===== src/rtl/sbox_arb_pkg.sv =====
// Shared types and helpers for sbox_arbiter: FSM/requester encodings, beat math, AES forward S-box.
package sbox_arb_pkg;

    typedef enum logic [1:0] {
        S_IDLE  = 2'd0,
        S_KEY   = 2'd1,
        S_STATE = 2'd2
    } state_e;

    typedef enum logic {
        REQ_KEY = 1'b0,
        REQ_ST  = 1'b1
    } req_id_e;

    // Wide enough for the 16-beat state op at LANES=1
    localparam int CNT_W = 4;

    function automatic int key_beats(input int lanes);
        return 4 / lanes;
    endfunction

    function automatic int st_beats(input int lanes);
        return 16 / lanes;
    endfunction

    localparam logic [7:0] SBOX [256] = '{
        8'h63, 8'h7c, 8'h77, 8'h7b, 8'hf2, 8'h6b, 8'h6f, 8'hc5, 8'h30, 8'h01, 8'h67, 8'h2b, 8'hfe, 8'hd7, 8'hab, 8'h76,
        8'hca, 8'h82, 8'hc9, 8'h7d, 8'hfa, 8'h59, 8'h47, 8'hf0, 8'had, 8'hd4, 8'ha2, 8'haf, 8'h9c, 8'ha4, 8'h72, 8'hc0,
        8'hb7, 8'hfd, 8'h93, 8'h26, 8'h36, 8'h3f, 8'hf7, 8'hcc, 8'h34, 8'ha5, 8'he5, 8'hf1, 8'h71, 8'hd8, 8'h31, 8'h15,
        8'h04, 8'hc7, 8'h23, 8'hc3, 8'h18, 8'h96, 8'h05, 8'h9a, 8'h07, 8'h12, 8'h80, 8'he2, 8'heb, 8'h27, 8'hb2, 8'h75,
        8'h09, 8'h83, 8'h2c, 8'h1a, 8'h1b, 8'h6e, 8'h5a, 8'ha0, 8'h52, 8'h3b, 8'hd6, 8'hb3, 8'h29, 8'he3, 8'h2f, 8'h84,
        8'h53, 8'hd1, 8'h00, 8'hed, 8'h20, 8'hfc, 8'hb1, 8'h5b, 8'h6a, 8'hcb, 8'hbe, 8'h39, 8'h4a, 8'h4c, 8'h58, 8'hcf,
        8'hd0, 8'hef, 8'haa, 8'hfb, 8'h43, 8'h4d, 8'h33, 8'h85, 8'h45, 8'hf9, 8'h02, 8'h7f, 8'h50, 8'h3c, 8'h9f, 8'ha8,
        8'h51, 8'ha3, 8'h40, 8'h8f, 8'h92, 8'h9d, 8'h38, 8'hf5, 8'hbc, 8'hb6, 8'hda, 8'h21, 8'h10, 8'hff, 8'hf3, 8'hd2,
        8'hcd, 8'h0c, 8'h13, 8'hec, 8'h5f, 8'h97, 8'h44, 8'h17, 8'hc4, 8'ha7, 8'h7e, 8'h3d, 8'h64, 8'h5d, 8'h19, 8'h73,
        8'h60, 8'h81, 8'h4f, 8'hdc, 8'h22, 8'h2a, 8'h90, 8'h88, 8'h46, 8'hee, 8'hb8, 8'h14, 8'hde, 8'h5e, 8'h0b, 8'hdb,
        8'he0, 8'h32, 8'h3a, 8'h0a, 8'h49, 8'h06, 8'h24, 8'h5c, 8'hc2, 8'hd3, 8'hac, 8'h62, 8'h91, 8'h95, 8'he4, 8'h79,
        8'he7, 8'hc8, 8'h37, 8'h6d, 8'h8d, 8'hd5, 8'h4e, 8'ha9, 8'h6c, 8'h56, 8'hf4, 8'hea, 8'h65, 8'h7a, 8'hae, 8'h08,
        8'hba, 8'h78, 8'h25, 8'h2e, 8'h1c, 8'ha6, 8'hb4, 8'hc6, 8'he8, 8'hdd, 8'h74, 8'h1f, 8'h4b, 8'hbd, 8'h8b, 8'h8a,
        8'h70, 8'h3e, 8'hb5, 8'h66, 8'h48, 8'h03, 8'hf6, 8'h0e, 8'h61, 8'h35, 8'h57, 8'hb9, 8'h86, 8'hc1, 8'h1d, 8'h9e,
        8'he1, 8'hf8, 8'h98, 8'h11, 8'h69, 8'hd9, 8'h8e, 8'h94, 8'h9b, 8'h1e, 8'h87, 8'he9, 8'hce, 8'h55, 8'h28, 8'hdf,
        8'h8c, 8'ha1, 8'h89, 8'h0d, 8'hbf, 8'he6, 8'h42, 8'h68, 8'h41, 8'h99, 8'h2d, 8'h0f, 8'hb0, 8'h54, 8'hbb, 8'h16
    };

    function automatic logic [7:0] sbox(input logic [7:0] x);
        return SBOX[x];
    endfunction

endpackage


===== src/rtl/sbox_lane_bank.sv =====
// Purely combinational bank of LANES AES forward S-boxes, one byte per lane.
module sbox_lane_bank
    import sbox_arb_pkg::*;
#(
    parameter int LANES = 4
) (
    input  logic [8*LANES-1:0] i_bytes,
    output logic [8*LANES-1:0] o_bytes
);

    for (genvar l = 0; l < LANES; l++) begin : g_lane
        assign o_bytes[8*l +: 8] = sbox(i_bytes[8*l +: 8]);
    end

endmodule


===== src/rtl/sbox_arbiter.sv =====
// Arbitrates key SubWord and state SubBytes requests onto a shared S-box lane bank, LANES bytes per beat.
// Optional SBOX_ARB_PERF_EN adds saturating op/contention counters.
module sbox_arbiter
    import sbox_arb_pkg::*;
#(
    parameter int LANES        = 4,
    parameter int KEY_PRIORITY = 0
) (
    input  logic         clk,
    input  logic         rst,
    input  logic         key_req,
    input  logic [31:0]  key_word,
    output logic         key_gnt,
    output logic         key_done,
    output logic [31:0]  key_result,
    input  logic         st_req,
    input  logic [127:0] st_data,
    output logic         st_gnt,
    output logic         st_done,
    output logic [127:0] st_result,
    output logic         busy
`ifdef SBOX_ARB_PERF_EN
    ,
    output logic [15:0]  key_ops,
    output logic [15:0]  st_ops,
    output logic [15:0]  contend_cycles
`endif
);

    localparam int LW = 8 * LANES;
    localparam logic [CNT_W-1:0] KEY_LAST = CNT_W'(key_beats(LANES) - 1);
    localparam logic [CNT_W-1:0] ST_LAST  = CNT_W'(st_beats(LANES) - 1);

    state_e         r_state;
    req_id_e        r_rr;
    logic [CNT_W-1:0] r_cnt;
    logic [127:0]   r_work;
    logic           r_key_done, r_st_done, r_busy;
    logic [31:0]    r_key_result;
    logic [127:0]   r_st_result;

    logic           w_idle, w_key_win, w_key_gnt, w_st_gnt, w_last;
    logic [6:0]     w_msb;
    logic [LW-1:0]  w_lane_in, w_lane_out;
    logic [127:0]   w_work_next;

    assign w_idle    = (r_state == S_IDLE);
    assign w_key_win = !st_req || (KEY_PRIORITY != 0) || (r_rr == REQ_KEY);
    assign w_key_gnt = w_idle && key_req && w_key_win;
    assign w_st_gnt  = w_idle && st_req && !w_key_gnt;

    // Key operands sit in the top word of the working register so both paths share byte indexing
    assign w_msb     = 7'(127 - LW * int'(r_cnt));
    assign w_lane_in = r_work[w_msb -: LW];
    assign w_last    = (r_state == S_KEY) ? (r_cnt == KEY_LAST) : (r_cnt == ST_LAST);

    sbox_lane_bank #(.LANES(LANES)) u_bank (
        .i_bytes(w_lane_in),
        .o_bytes(w_lane_out)
    );

    always_comb begin
        w_work_next = r_work;
        w_work_next[w_msb -: LW] = w_lane_out;
    end

    always_ff @(posedge clk) begin
        if (rst) begin
            r_state      <= S_IDLE;
            r_rr         <= REQ_KEY;
            r_cnt        <= '0;
            r_work       <= '0;
            r_key_done   <= 1'b0;
            r_st_done    <= 1'b0;
            r_busy       <= 1'b0;
            r_key_result <= '0;
            r_st_result  <= '0;
        end else begin
            r_key_done <= 1'b0;
            r_st_done  <= 1'b0;
            case (r_state)
                S_IDLE: begin
                    if (w_key_gnt) begin
                        r_work  <= {key_word, 96'b0};
                        r_state <= S_KEY;
                        r_rr    <= REQ_ST;
                        r_busy  <= 1'b1;
                    end else if (w_st_gnt) begin
                        r_work  <= st_data;
                        r_state <= S_STATE;
                        r_rr    <= REQ_KEY;
                        r_busy  <= 1'b1;
                    end
                end
                S_KEY, S_STATE: begin
                    r_work <= w_work_next;
                    if (w_last) begin
                        r_cnt   <= '0;
                        r_state <= S_IDLE;
                        r_busy  <= 1'b0;
                        if (r_state == S_KEY) begin
                            r_key_result <= w_work_next[127:96];
                            r_key_done   <= 1'b1;
                        end else begin
                            r_st_result <= w_work_next;
                            r_st_done   <= 1'b1;
                        end
                    end else begin
                        r_cnt <= r_cnt + 1'b1;
                    end
                end
                default: r_state <= S_IDLE;
            endcase
        end
    end

    assign key_gnt    = w_key_gnt;
    assign st_gnt     = w_st_gnt;
    assign key_done   = r_key_done;
    assign st_done    = r_st_done;
    assign key_result = r_key_result;
    assign st_result  = r_st_result;
    assign busy       = r_busy;

`ifdef SBOX_ARB_PERF_EN
    logic [15:0] r_key_ops, r_st_ops, r_contend;
    logic        w_contend;

    assign w_contend = (key_req && !w_key_gnt) || (st_req && !w_st_gnt);

    always_ff @(posedge clk) begin
        if (rst) begin
            r_key_ops <= '0;
            r_st_ops  <= '0;
            r_contend <= '0;
        end else begin
            if (r_key_done && r_key_ops != 16'hffff) r_key_ops <= r_key_ops + 1'b1;
            if (r_st_done  && r_st_ops  != 16'hffff) r_st_ops  <= r_st_ops + 1'b1;
            if (w_contend  && r_contend != 16'hffff) r_contend <= r_contend + 1'b1;
        end
    end

    assign key_ops        = r_key_ops;
    assign st_ops         = r_st_ops;
    assign contend_cycles = r_contend;
`endif

endmodule


===== config.mk =====
export PLATFORM = sky130hd
export DESIGN_NAME = sbox_arbiter
export DESIGN_NICKNAME = d
export VERILOG_FILES = /design/src/rtl/sbox_arb_pkg.sv /design/src/rtl/sbox_lane_bank.sv /design/src/rtl/sbox_arbiter.sv
export SDC_FILE = /design/constraint.sdc
export NUM_CORES = 2
export LEC_CHECK = 0
export CAP_MARGIN = 5
export CORE_ASPECT_RATIO = 1.1
export CORE_UTILIZATION = 35
export DETAILED_ROUTE_END_ITERATION = 10
export GPL_ROUTABILITY_DRIVEN = 1
export HOLD_SLACK_MARGIN = 0.02
export PLACE_DENSITY = 0.61
export SLEW_MARGIN = 5
export SYNTH_ARGS = -nofsm -noshare
export SYNTH_HDL_FRONTEND = slang
export SYNTH_SLANG_ARGS = --single-unit
export TNS_END_PERCENT = 100

===== constraint.sdc =====
create_clock -name clk -period 12.9 [get_ports clk]
set_input_delay 1.29 -clock clk [delete_from_list [all_inputs] [get_ports clk]]
set_output_delay 1.29 -clock clk [all_outputs]
set_load 0.01 [all_outputs]

==> results.md <==
- Core Footprint: 77900 um2
- Setup bufs post-CTS: 0
- Total gr overflow: 0
- Critical path fanouts, max: 50
- Synthesized area: 27700 um2
- Global-route wire length before repair: approximately 230 mm
- Ys async rst share: 0%
- Hold Path Class: reg -> reg
- Routed vias/inst: 7.12
- Clock Tree Buf Depth: 3
- Synth Area per Inst: between 7 and 8 um2
- Synth warnings: 0
- Num CTS Buffers: 36
- Clk pwr share: under 10%
- Resize count post-CTS: 0
- FILL cells: 8112
- Initial drt markers: 6492
- 1st-pass router iterations: 10
- Gate power share: about four fifths
- Final WL: 158 mm
- PwrDens: 337 nW/um2
- WL per Instance: 32.8 um
- Clock Sinks: 298
- Pin slew with the least headroom to its limit: roughly 1.3 ns
- Antenna violations before repair: 9
- Critical path data required time: around 13 ns
- CP Class: reg -> reg
- Status: completed
- Final worst slack: 6.67 ns
- Setup crit end kind: flop
- Final Hold Viols: 0
- Crit-path slowest cell: ha_1
- Drc violations: 0
- Io pins: 329
- Core Util, Final: between 40% and 50%
- Largest net degree at the start of global routing: 147
- Max_slew headroom: 12.0%
- TritonCTS clock tree: yes
- PortBufs: 328
- CP Launch Type: flop
- Clock Skews: 0.0391 ns
- Post-Place Worst Slack: just under 7 ns
- WP data arrival: 6.68 ns
- Leakage Power: 10.4 nW
- Post-route minimum period: 6.23 ns
- Post-layout power: 10.9 mW
- Die area: 80300 um2
- Final setup violation count: 0
- Detailed placement HPWL: 110 mm
- Synth cell types: 104
- Area added between synthesis and finish: 16.4%
- Reg clk slew, reported paths: 0.07 ns
- Period utilization: a little under 50%
- Post-synth EDFFs: 0
- Max cap viols: 0
- Row count: 107
- Max Transition Viols Final: 0
- CTS H-tree depth: 2
- Die height: 297 um
- Maximum vdd ir drop: 0.000226 V
- Psw: 6.74 mW
- Vias in the first global route: between 30000 and 40000
- Placer Congestion: 1.08
- Hold-fix buffers, CTS: 0
- NumNets Final: ~4000
- Worst path bufs/invs: 4
- Sequential Power Share: 11.8%
- Layout cell share with drive strength beyond 1: 8.29%
- Setup_tns: 0 ns
- RSZ-0062 raised after global routing: no
- Delay of the slowest critical-path stage: about 0.85 ns
- Crit path max-delay family: compound AO/OA/AOI/OAI gates
- Sw Share: about 62%
- Top FF cell, synth: dfxtp_1
- FF+latch count, synth: 298
- Dpl cells: 4761
- Post-Layout Cell Count: 4825
- Post-Syn Instances: 3742
- Sequential share of the synthesized area: 21.5%
- Clock Tree Root: clkbuf_16
- Worst-path cell chain: buf_4, mux4_2, buf_4, inv_1, ha_1, inv_1, o21ai_1, a21oi_1, o311ai_0, a21oi_1, a2111oi_4, a22oi_1, a211oi_1
- Clock latency on the worst-skew pair: 0.58 ns
- All-Layer GR Usage: 37.2%
- Net Count, Synth: 3968
- Initial Util: 35.6%
- Vias: 34400
- Die X-Extent: 270 um
- Max frequency: 160 MHz
- Final ANT Viol Nets: 0
- Internal power: between 4 and 5 mW
==> path summary, 6_finish.rpt <==
kind	start	to	slack, ns	depth (start not counted)
setup / recovery	r_cnt[1]	st_result[96]	6.67	13
hold / removal	st_result[14]	st_result[14]	0.46	2
setup reg to reg	r_cnt[1]	st_result[96]	6.67	13
hold reg to reg	st_result[14]	st_result[14]	0.46	2
==> per-layer routing <==
metal / GRT usage, % / wire, um / share of wire (%)
met1: 47.1 / 59400 / 38
met2: 57.2 / 68700 / 43
met3: 8.28 / 18400 / 12
met4: 22.9 / 11700 / 7.4
met5: 0 / 100 / 0.063
==> cell usage after synthesis, drive strengths merged (17+ instances only) <==
| master | instances | area, um2 |
|---|---|---|
| a2111oi | 21 | 234 |
| a211o | 17 | 149 |
| a211oi | 134 | 1010 |
| a21o | 19 | 143 |
| a21oi | 292 | 1470 |
| a221oi | 61 | 534 |
| a222oi | 19 | 190 |
| a22oi | 115 | 863 |
| a311oi | 41 | 359 |
| a31oi | 80 | 513 |
| a32oi | 25 | 226 |
| and2 | 32 | 200 |
| and3 | 35 | 219 |
| buf | 152 | 868 |
| clkbuf | 274 | 1030 |
| dfxtp | 298 | 5970 |
| ha | 62 | 776 |
| inv | 78 | 293 |
| mux2 | 44 | 495 |
| mux2i | 89 | 916 |
| mux4 | 33 | 747 |
| nand2 | 291 | 1090 |
| nand2b | 89 | 557 |
| nand3 | 97 | 485 |
| nand4 | 17 | 106 |
| nor2 | 313 | 1180 |
| nor2b | 55 | 344 |
| nor3 | 103 | 521 |
| o2111ai | 20 | 175 |
| o211ai | 70 | 541 |
| o21a | 22 | 165 |
| o21ai | 231 | 1160 |
| o221ai | 53 | 470 |
| o22ai | 102 | 651 |
| o311ai | 24 | 210 |
| o31ai | 20 | 169 |
| o32ai | 27 | 270 |
| or2 | 28 | 175 |
==> worst reg2reg max path, cell delays in order, from the launching register on <==
cell	delay [ns]
dfxtp_4	0.80
buf_4	0.81
mux4_2	0.36
buf_4	0.44
inv_1	0.35
ha_1	0.85
inv_1	0.42
o21ai_1	0.38
a21oi_1	0.06
o311ai_0	0.31
a21oi_1	0.12
a2111oi_4	0.73
a22oi_1	0.21
a211oi_1	0.29
==> layout make-up <==
class                   count  area [um2]  area share (%)
inverters                  82         312           0.966
clock inverters            16         126           0.392
multi-input cells        2936       19600            60.8
diodes                      3        7.51          0.0233
repair buffers            410        3920            12.1
flip-flops and latches    298        5970            18.5
clock buffers              45        1020            3.15
well taps                1035        1290            4.01
==> through the flow <==
step,instance area [um2],hold WS (ns)
2_1_floorplan,27700,0.448
3_3_place_gp,31100,0.434
3_5_place_dp,31100,0.449
4_1_cts,32300,0.462
5_1_grt,32300,0.482
6_report,32300,0.457
==> cell usage in the layout (no fill, tap or decap), types with 41 or more instances in the layout <==
cell	Yosys	layout
o221ai_1	52	52
nand3_1	97	97
nand2b_1	89	89
o211ai_1	67	67
nand2_1	290	290
a311oi_1	41	41
dfxtp_1	298	296
clkdlybuf4s50_1	0	327
o21ai_0	217	215
a21oi_1	290	290
nor2_1	311	310
a22oi_1	115	115
mux2i_1	87	86
mux2_2	44	44
nor2b_1	55	55
o22ai_1	100	100
nor3_1	102	98
a221oi_1	61	61
ha_1	62	62
a211oi_1	134	134
a31oi_1	78	78
inv_1	75	75
buf_4	4	81
==> power groups by stage <==
stage | clock, mW | sequential (mW) | combinational (mW)
final | 1.02 | 1.28 | 8.56
after CTS | 1.03 | 1.27 | 8.10
after global routing | 1.07 | 1.28 | 8.78
after detailed placement | 0 | 1.29 | 8.07
after global placement | 0 | 1.29 | 8.22
after floorplan | 0 | 1.16 | 5.35
==> flip-flops by register name, indices dropped and copies added (netlist names) <==
register and count:
st_done 1, st_result 128, key_result 32, r_rr 1, r_work 128, r_cnt 4, busy 1, r_state 2
key_done 1
==> cell families after synthesis <==
family | count (synthesis) | share of synthesized area (%)
AOI/OAI and AO/OA | 1539 | 39.2
xor gates and xnor gates | 22 | 0.695
adders and majority gates | 62 | 2.80
buffers and inverters | 508 | 7.96
DFF | 298 | 21.5
muxes | 166 | 7.79
and+or+nand+nor | 1147 | 20.0
No activity file was read; power rests on OpenSTA's default activity.
